[config.mk]
export PLATFORM = sky130hd
export DESIGN_NAME = seq_calculator_flat
export DESIGN_NICKNAME = d
export VERILOG_FILES = /design/src/rtl/seq_calculator_if.sv /design/src/rtl/seq_calculator.sv /design/src/flat_wrapper.sv
export SDC_FILE = /design/constraint.sdc
export NUM_CORES = 1
export LEC_CHECK = 0
export BUFFER_PORTS_ARGS = -buffer_cell sky130_fd_sc_hd__buf_2
export CAP_MARGIN = 20
export CORE_UTILIZATION = 53
export CTS_BUF_LIST = sky130_fd_sc_hd__clkbuf_4
export CTS_CLUSTER_SIZE = 12
export DETAILED_ROUTE_END_ITERATION = 16
export PLACE_DENSITY = 0.77
export REMOVE_ABC_BUFFERS = 1
export SYNTH_ARGS = -nofsm -noshare
export SYNTH_HDL_FRONTEND = slang
export SYNTH_SLANG_ARGS = --single-unit
export TNS_END_PERCENT = 20
[constraint.sdc]
create_clock -name clk -period 2.8 [get_ports clk]
set_clock_uncertainty 0.2 [all_clocks]
set_input_delay 0.56 -clock clk [delete_from_list [all_inputs] [get_ports clk]]
set_output_delay 0.56 -clock clk [all_outputs]
set_load 0.01 [all_outputs]
[src/rtl/seq_calculator_if.sv]
// Request/response bundle for seq_calculator: operand handshake in, answer handshake out.
// div_err exists only when SEQ_CALC_DIVERR_EN is defined.
interface seq_calculator_if #(
    parameter int N = 8
);
    logic           in_valid;
    logic           in_ready;
    logic [N-1:0]   A;
    logic [N-1:0]   B;
    logic [1:0]     op;
    logic           out_valid;
    logic           out_ready;
    logic [2*N-1:0] Result;
    logic           C_out;
`ifdef SEQ_CALC_DIVERR_EN
    logic           div_err;
`endif

    modport master (
        output in_valid, A, B, op, out_ready,
`ifdef SEQ_CALC_DIVERR_EN
        input  div_err,
`endif
        input  in_ready, out_valid, Result, C_out
    );

    modport slave (
        input  in_valid, A, B, op, out_ready,
`ifdef SEQ_CALC_DIVERR_EN
        output div_err,
`endif
        output in_ready, out_valid, Result, C_out
    );
endinterface

[src/rtl/seq_calculator.sv]
// Sequential add/sub/mul/div unit with IDLE/BUSY/DONE handshake FSM.
// Define SEQ_CALC_DIVERR_EN to add the divide-by-zero flag (div_err).
module seq_calculator #(
    parameter int N = 8
) (
    input  logic           clk,
    input  logic           rst,
    seq_calculator_if.slave bus
);
    typedef enum logic [1:0] {IDLE, BUSY, DONE} state_t;

    localparam logic [1:0] OP_ADD = 2'b00;
    localparam logic [1:0] OP_SUB = 2'b01;
    localparam logic [1:0] OP_MUL = 2'b10;
    localparam logic [1:0] OP_DIV = 2'b11;
    localparam int CW = (N > 2) ? $clog2(N) : 1;

    state_t         state;
    state_t         next_state;
    logic [N-1:0]   a_reg;
    logic [N-1:0]   b_reg;
    logic [1:0]     op_reg;
    logic [CW-1:0]  cnt;
    logic [2*N-1:0] work;
    logic [2*N-1:0] work_next;
    logic [2*N-1:0] result;
    logic           c_out;
    logic [N:0]     sum_add;
    logic [N:0]     sum_sub;
    logic [N:0]     mul_sum;
    logic [N:0]     div_shift;
    logic [N:0]     div_trial;
    logic           accept;
    logic           last_cycle;
    logic           div_zero;
    logic           in_ready;
    logic           out_valid;

    assign div_zero = (b_reg == '0);
    assign accept   = (state == IDLE) && bus.in_valid;

    always_ff @(posedge clk or posedge rst) begin
        if (rst) begin
            state <= IDLE;
        end else begin
            state <= next_state;
        end
    end

    always_comb begin
        next_state = state;
        in_ready   = 1'b0;
        out_valid  = 1'b0;
        unique case (state)
            IDLE: begin
                in_ready = 1'b1;
                if (bus.in_valid) next_state = BUSY;
            end
            BUSY: begin
                if (last_cycle) next_state = DONE;
            end
            DONE: begin
                out_valid = 1'b1;
                if (bus.out_ready) next_state = IDLE;
            end
            default: next_state = IDLE;
        endcase
    end

    always_comb begin
        last_cycle = 1'b0;
        unique case (op_reg)
            OP_ADD, OP_SUB: last_cycle = 1'b1;
            OP_MUL:         last_cycle = (cnt == '0);
            OP_DIV:         last_cycle = div_zero || (cnt == '0);
            default:        last_cycle = 1'b1;
        endcase
    end

    // work holds the running product (mul) or {remainder, quotient} (div).
    always_comb begin
        sum_add   = {1'b0, a_reg} + {1'b0, b_reg};
        sum_sub   = {1'b0, a_reg} + {1'b0, ~b_reg} + {{N{1'b0}}, 1'b1};
        mul_sum   = {1'b0, work[2*N-1:N]} + {1'b0, a_reg};
        div_shift = {work[2*N-1:N], work[N-1]};
        div_trial = div_shift - {1'b0, b_reg};
        work_next = work;
        if (op_reg == OP_MUL) begin
            if (work[0]) work_next = {mul_sum, work[N-1:1]};
            else         work_next = {1'b0, work[2*N-1:1]};
        end else if (op_reg == OP_DIV) begin
            if (!div_trial[N]) work_next = {div_trial[N-1:0], work[N-2:0], 1'b1};
            else               work_next = {div_shift[N-1:0], work[N-2:0], 1'b0};
        end
    end

    always_ff @(posedge clk or posedge rst) begin
        if (rst) begin
            a_reg   <= '0;
            b_reg   <= '0;
            op_reg  <= OP_ADD;
            cnt     <= '0;
            work    <= '0;
            result  <= '0;
            c_out   <= 1'b0;
`ifdef SEQ_CALC_DIVERR_EN
            bus.div_err <= 1'b0;
`endif
        end else if (accept) begin
            a_reg  <= bus.A;
            b_reg  <= bus.B;
            op_reg <= bus.op;
            cnt    <= CW'(N - 1);
            work   <= (bus.op == OP_MUL) ? {{N{1'b0}}, bus.B} : {{N{1'b0}}, bus.A};
        end else if (state == BUSY) begin
            work <= work_next;
            cnt  <= cnt - CW'(1);
            if (last_cycle) begin
                c_out <= 1'b0;
`ifdef SEQ_CALC_DIVERR_EN
                bus.div_err <= (op_reg == OP_DIV) && div_zero;
`endif
                unique case (op_reg)
                    OP_ADD: begin
                        result <= {{N{1'b0}}, sum_add[N-1:0]};
                        c_out  <= sum_add[N];
                    end
                    OP_SUB: begin
                        result <= {{N{1'b0}}, sum_sub[N-1:0]};
                        c_out  <= sum_sub[N];
                    end
                    OP_MUL: result <= work_next;
                    OP_DIV: result <= div_zero ? {a_reg, {N{1'b1}}} : work_next;
                    default: result <= work_next;
                endcase
            end
        end
    end

    assign bus.in_ready  = in_ready;
    assign bus.out_valid = out_valid;
    assign bus.Result    = result;
    assign bus.C_out     = c_out;
endmodule

[src/flat_wrapper.sv]
// flat-port wrapper written by rule: the top's interface ports become plain ports
module seq_calculator_flat 
#(
    parameter int N = 8
)
  (clk, rst, bus_in_valid, bus_A, bus_B, bus_op, bus_out_ready, bus_in_ready, bus_out_valid, bus_Result, bus_C_out);
  seq_calculator_if #(.N(N)) bus_i ();
  input  logic clk;
  input  logic rst;
  input wire logic [$bits(bus_i.in_valid)-1:0] bus_in_valid;
  input wire logic [$bits(bus_i.A)-1:0] bus_A;
  input wire logic [$bits(bus_i.B)-1:0] bus_B;
  input wire logic [$bits(bus_i.op)-1:0] bus_op;
  input wire logic [$bits(bus_i.out_ready)-1:0] bus_out_ready;
  output wire logic [$bits(bus_i.in_ready)-1:0] bus_in_ready;
  output wire logic [$bits(bus_i.out_valid)-1:0] bus_out_valid;
  output wire logic [$bits(bus_i.Result)-1:0] bus_Result;
  output wire logic [$bits(bus_i.C_out)-1:0] bus_C_out;
  assign bus_i.in_valid = bus_in_valid;
  assign bus_i.A = bus_A;
  assign bus_i.B = bus_B;
  assign bus_i.op = bus_op;
  assign bus_i.out_ready = bus_out_ready;
  assign bus_in_ready = bus_i.in_ready;
  assign bus_out_valid = bus_i.out_valid;
  assign bus_Result = bus_i.Result;
  assign bus_C_out = bus_i.C_out;
  seq_calculator #(.N(N)) u_core (.clk(clk), .rst(rst), .bus(bus_i));
endmodule
# --- Yosys cells after proc, flatten, opt, wreduce, memory -nomap -nowiden ---
# Cells that the tools add are included.
totals:
  latch_bits: 0
  rom_bits: 0
  ram_bits: 0
  inputBits: 22
  n_memories: 0
  output_inout_bits: 19
  ff_bits: 56
  wordCells: 54
classes:
  n_addsub: 6
  reduce_logical: 10
  div_mod_pow: 0
  shift: 0
  mux: 19
  magnitude_cmp: 0
  n_mul: 0
  n_bitwise: 2
  eq_ne: 9
ops:
  columns: ["cell", "n"]
  rows:
  - ["2-to-1 mux 16 bit", 7]
  - ["one-hot mux 16 bit (4 select lines)", 1]
  - ["adder 8 x 8 -> 9 bit", 3]
  - ["adder 9 x 1 -> 9 bit, second input constant", 1]
  - ["subtractor 9 x 8 -> 9 bit", 1]
  - ["equality test 2 bit, second input constant", 4]
  - ["logical NOT 8 bit", 1]
  - ["2-to-1 mux 8 bit", 1]
  - ["NOT 8 bit", 1]
  - ["2-to-1 mux 2 bit", 3]
  - ["2-to-1 mux 3 bit", 2]
  - ["one-hot mux 2 bit (3 select lines)", 1]
  - ["AND reduction 3 bit", 2]
  - ["equality test 2 x 1 -> 1 bit, second input constant", 2]
  - ["logical NOT 2 bit", 2]
  - ["!= test 2 bit, second input constant", 2]
  - ["logical NOT 3 bit", 1]
  - ["one-hot mux 1 bit (3 select lines)", 1]
  - ["subtractor 3 x 1 -> 3 bit, second input constant", 1]
  - ["2-to-1 mux 1 bit", 2]
  - ["!= test 2 x 1 -> 1 bit, second input constant", 1]
  - ["one-hot mux 1 bit (2 select lines)", 1]
  - ["nonzero test 2 bit", 1]
  - ["OR reduction 2 bit", 1]
  - ["3 further kinds", 3]

# --- Depth between registers and ports, before layout ---
logic_depth:
  depth_word: 6
  mapped_depth: 10
  mapped_depth_nobuf: 10

# --- Worst setup path after synthesis ---
# Ideal clock, no wire load.
synth_timing:
  kind: "register to register"
  start: "register u_core.work[7]"
  end: "register u_core.work[11]"
  setup_ns: 0.128
  t_arrival_ns: 2.217
  required_ns: 2.472
  n_path_buf: 0
  period_less_slack_ns: 2.545
  path_stages_with_launch: 11
  path_slack_ns: 0.255
  cell_sequence: "dfrtp_1 > inv_1 > ha_1 > inv_1 > fa_1 > a211o_1 > nand2b_4 > a311oi_4 > or3_1 > a31oi_1 > o21ai_1"
synth_via:
  elab_chain_len: 6
synth_lines:
  columns: ["item", "line_no", "rtl"]
  rows:
  - ["from (decl)", "seq_calculator.sv:24", "logic [2*N-1:0] work;"]
  - ["from (signal assigned)", "seq_calculator.sv:114", "work <= (bus.op == OP_MUL) ? {{N{1'b0}}, bus.B} : {{N{1'b0}}, bus.A};"]
  - ["from (signal assigned)", "seq_calculator.sv:116", "work <= work_next;"]
  - ["subtractor 9 x 8 -> 9 bit", "seq_calculator.sv:86", "div_trial = div_shift - {1'b0, b_reg};"]
  - ["2-to-1 mux 16 bit", "seq_calculator.sv:92", "if (!div_trial[N]) work_next = {div_trial[N-1:0], work[N-2:0], 1'b1};"]
  - ["2-to-1 mux 16 bit", "seq_calculator.sv:91", "end else if (op_reg == OP_DIV) begin"]
  - ["2-to-1 mux 16 bit", "seq_calculator.sv:88", "if (op_reg == OP_MUL) begin"]
  - ["2-to-1 mux 16 bit", "seq_calculator.sv:115", "end else if (state == BUSY) begin"]
  - ["2-to-1 mux 16 bit", "seq_calculator.sv:109", "end else if (accept) begin"]
# No other way between the ends. The select of a mux whose other input is x is not followed.
# A chain may end at the register's enable or synchronous reset.

# --- Final worst setup path ---
layout_timing:
  start: "register u_core.work[7]"
  end: "register u_core.work[0]"
# Same word-level chain as after synthesis.

==> results.json <==
{
  "cp.arrival_ns": 2.86,
  "worstMarginPinSlew_ns": 0.622,
  "slew_headroom_pct": 58.5,
  "total_power_mw": 7.24,
  "cts_tree": "built",
  "grt-ovfl-total": 0,
  "vdd_drop_max_mv": 0.662,
  "outcome": "complete, no violations",
  "grt_max_degree": 32,
  "clk_pin_slew_worst_paths_ns": 0.16,
  "synth_seq_cells": 56,
  "reg2reg_depth": 10,
  "setup_ws_ns": 0.0751,
  "dp_slack_ns": 0.0409,
  "p_leak_nw": 2.28,
  "cp_max_fo": 8,
  "nFillCells": 749,
  "instances_no_fill": 662,
  "fin_nets": 616,
  "htree_levels": 2,
  "cts_made_buffers": 5,
  "multi_input_area_um2": 3000,
  "grt_use_total_pct": 31.3,
  "die-area_um2": 8950,
  "place_congestion": 0.945,
  "synth_edf_count": 0,
  "dr.pass1.iters": 5,
  "area_growth_pct": 12.3,
  "synth_area_um2": 4550,
  "rsz0062_at_grt": "yes",
  "synth_top_area_share_pct": 30.8,
  "power_density_nw_per_um2": 1420,
  "avgSynthCellArea_um2": 8.93,
  "seq_area_frac_synth_pct": 30.8,
  "setup_viol": 0,
  "core.rowCount": 33,
  "finalHoldViolCount": 0,
  "ios": 41,
  "dieWidth_um": 94.6,
  "ys_types": 71,
  "start_util_pct": 55.1,
  "clock_sinks": 56,
  "synthArstFlopShare_pct": 100,
  "fin_crit_sh_pct": 97.3,
  "grt_pass1_wl_um": 21300,
  "synth_ff_type": "dfrtp_1",
  "clockRootBuffer": "clkbuf_4",
  "yosysTopAreaCell": "dfrtp_1",
  "fp.dieH_um": 94.6,
  "ys_top_cells_by_area": "dfrtp_1, ha_1, mux2_2",
  "avgViaCountPerCell": 6.48,
  "clk_latency_ns": 0.40,
  "min_period_ns": 2.72,
  "dpl.cell_count": 652,
  "maxCapViolations": 0,
  "slew_violations": 0,
  "grt_pass1_vias": 4187,
  "hold_class": "in -> async",
  "critPathCapture": "u_core.work[0]",
  "antenna_found_initial": 0,
  "syn_inst": 509,
  "regArea_um2": 1400,
  "num_vias": 4289,
  "hpwl_um": 10000,
  "detail-route-antenna-nets": 0,
  "diodes": 0,
  "fmax_ghz": 0.367,
  "r2r-end": "u_core.work[0]",
  "crit_type": "reg -> reg",
  "startpoint_type": "flip-flop",
  "drive_above_1_share_pct": 22.3,
  "worstPathRequired_ns": 2.94,
  "wl_per_cell_um": 20.2,
  "port_buffers": 40,
  "ys.warnings.count": 0,
  "core_area_um2": 8260,
  "reg2reg_from": "u_core.work[7]",
  "crit_start": "u_core.work[7]",
  "endpoint_kind": "flip-flop",
  "wl_um": 13400,
  "reg2reg_slack_ns": 0.08,
  "drt-initial-drc-count": 339,
  "clockBufferDepth": 2,
  "remaining_drc_errors": 0
}
==> cells by family (layout without fill, tap and decap cells) <==
| group | after synthesis | count (layout) | synth area share (%) |
|---|---|---|---|
| flip-flops | 56 | 56 | 30.8 |
| adder cells (fa/ha/maj) | 38 | 38 | 11.1 |
| XOR/XNOR | 12 | 12 | 2.31 |
| AO/OA/AOI/OAI | 159 | 159 | 25.0 |
| multiplexers | 39 | 39 | 9.25 |
| AND/OR/NAND/NOR | 156 | 156 | 17.1 |
| buffers and inverters | 49 | 97 | 4.38 |
==> Yosys cell counts (all sizes together), types with 8 or more instances <==
cell type / number
dfrtp: 56
nor2: 44
nand2: 40
ha: 34
a21oi: 30
o21ai: 25
inv: 24
mux2: 24
clkbuf: 17
mux2i: 15
nand3: 13
a211oi: 12
nor2b: 12
a31oi: 11
o21a: 11
nor3: 10
a21o: 8
buf: 8
o211ai: 8
o22ai: 8
or3: 8
==> critical path, cell delays in order, from the launching register on <==
cell and delay [ns]:
dfrtp_1 0.44, inv_2 0.10, ha_2 0.18, inv_1 0.07, fa_2 0.35, a211o_1 0.35, nand2b_4 0.12, a41o_4 0.29
nor2_4 0.09, a211o_1 0.28, a31oi_1 0.18
==> power breakdown <==
group / leakage [nW] / switching [mW] / internal [mW]
Sequential: 0.672 / 0.541 / 1.18
Combinational: 1.56 / 2.89 / 2.16
Clock: 0.0456 / 0.273 / 0.197
==> worst min-delay path by stage <==
| stage | to | depth (start not counted) |
|---|---|---|
| floorplan | u_core.cnt[0] | 2 |
| global placement | u_core.bus.Result[2] | 2 |
| detailed placement | u_core.bus.Result[3] | 2 |
| CTS | u_core.a_reg[4] | 2 |
| global route | u_core.a_reg[4] | 2 |
| finish | u_core.a_reg[4] | 2 |
==> final cells by class <==
| type | instances | share of cell area [%] |
|---|---|---|
| multi-input combinational | 404 | 58.8 |
| inverter | 24 | 1.76 |
| timing repair buffer | 65 | 7.84 |
| sequential | 56 | 27.5 |
| tap | 105 | 2.57 |
| clock buffer | 6 | 0.882 |
| clock inverter | 2 | 0.686 |
==> through the flow <==
stage / util [%] / setup TNS (ns) / cell area, um2 / hold WS (ns)
floorplan: - / 0 / 4440 / 0.264
global placement: 60.0 / 0 / 4950 / 0.262
detailed placement: 60.0 / 0 / 4950 / 0.265
CTS: 61.1 / 0 / 5040 / 0.0245
global route: 61.8 / -0.140 / 5110 / 0.0343
finish: 61.8 / 0 / 5110 / 0.00666
==> layer usage <==
metal | routed length [um] | GRT usage, % | part of all wire [%] | vias to the layer above
li1 | - | - | - | 1990
met3 | 947 | 4.11 | 7.1 | 35
met4 | 308 | 10.5 | 2.3 | 0
met5 | 0 | 0 | 0 | -
met1 | 5790 | 43.2 | 43 | 2056
met2 | 6310 | 50.5 | 47 | 208
==> cells in the final DEF (no fill, tap or decap), types with 3 or more instances in the layout <==
cell type / instances
a211o_1: 3
a211oi_1: 11
a21o_1: 8
a21oi_1: 29
a31oi_1: 9
and2_1: 3
and3_1: 3
buf_2: 40
buf_4: 24
clkbuf_4: 6
dfrtp_1: 54
fa_1: 3
ha_1: 33
inv_1: 19
inv_2: 5
mux2_2: 24
mux2i_1: 15
nand2_1: 40
nand2b_1: 4
nand3_1: 13
nand4_1: 5
nor2_1: 43
nor2b_1: 12
nor3_1: 9
o2111ai_1: 5
o211ai_1: 8
o21a_1: 11
o21ai_0: 12
o21ai_1: 13
o21bai_1: 4
o22ai_1: 8
o31a_1: 3
o31ai_1: 6
or3_1: 7
xnor2_1: 6
xor2_1: 6
==> what timing repair did <==
item,CTS,global route
pin swaps,0,7
hold buffers,0,0
buffers inserted,0,2
hold endpoints to repair,0,0
gates resized for setup,1,12
setup endpoints to repair,1,18
Note: power is estimated with default switching activity, not from simulation.
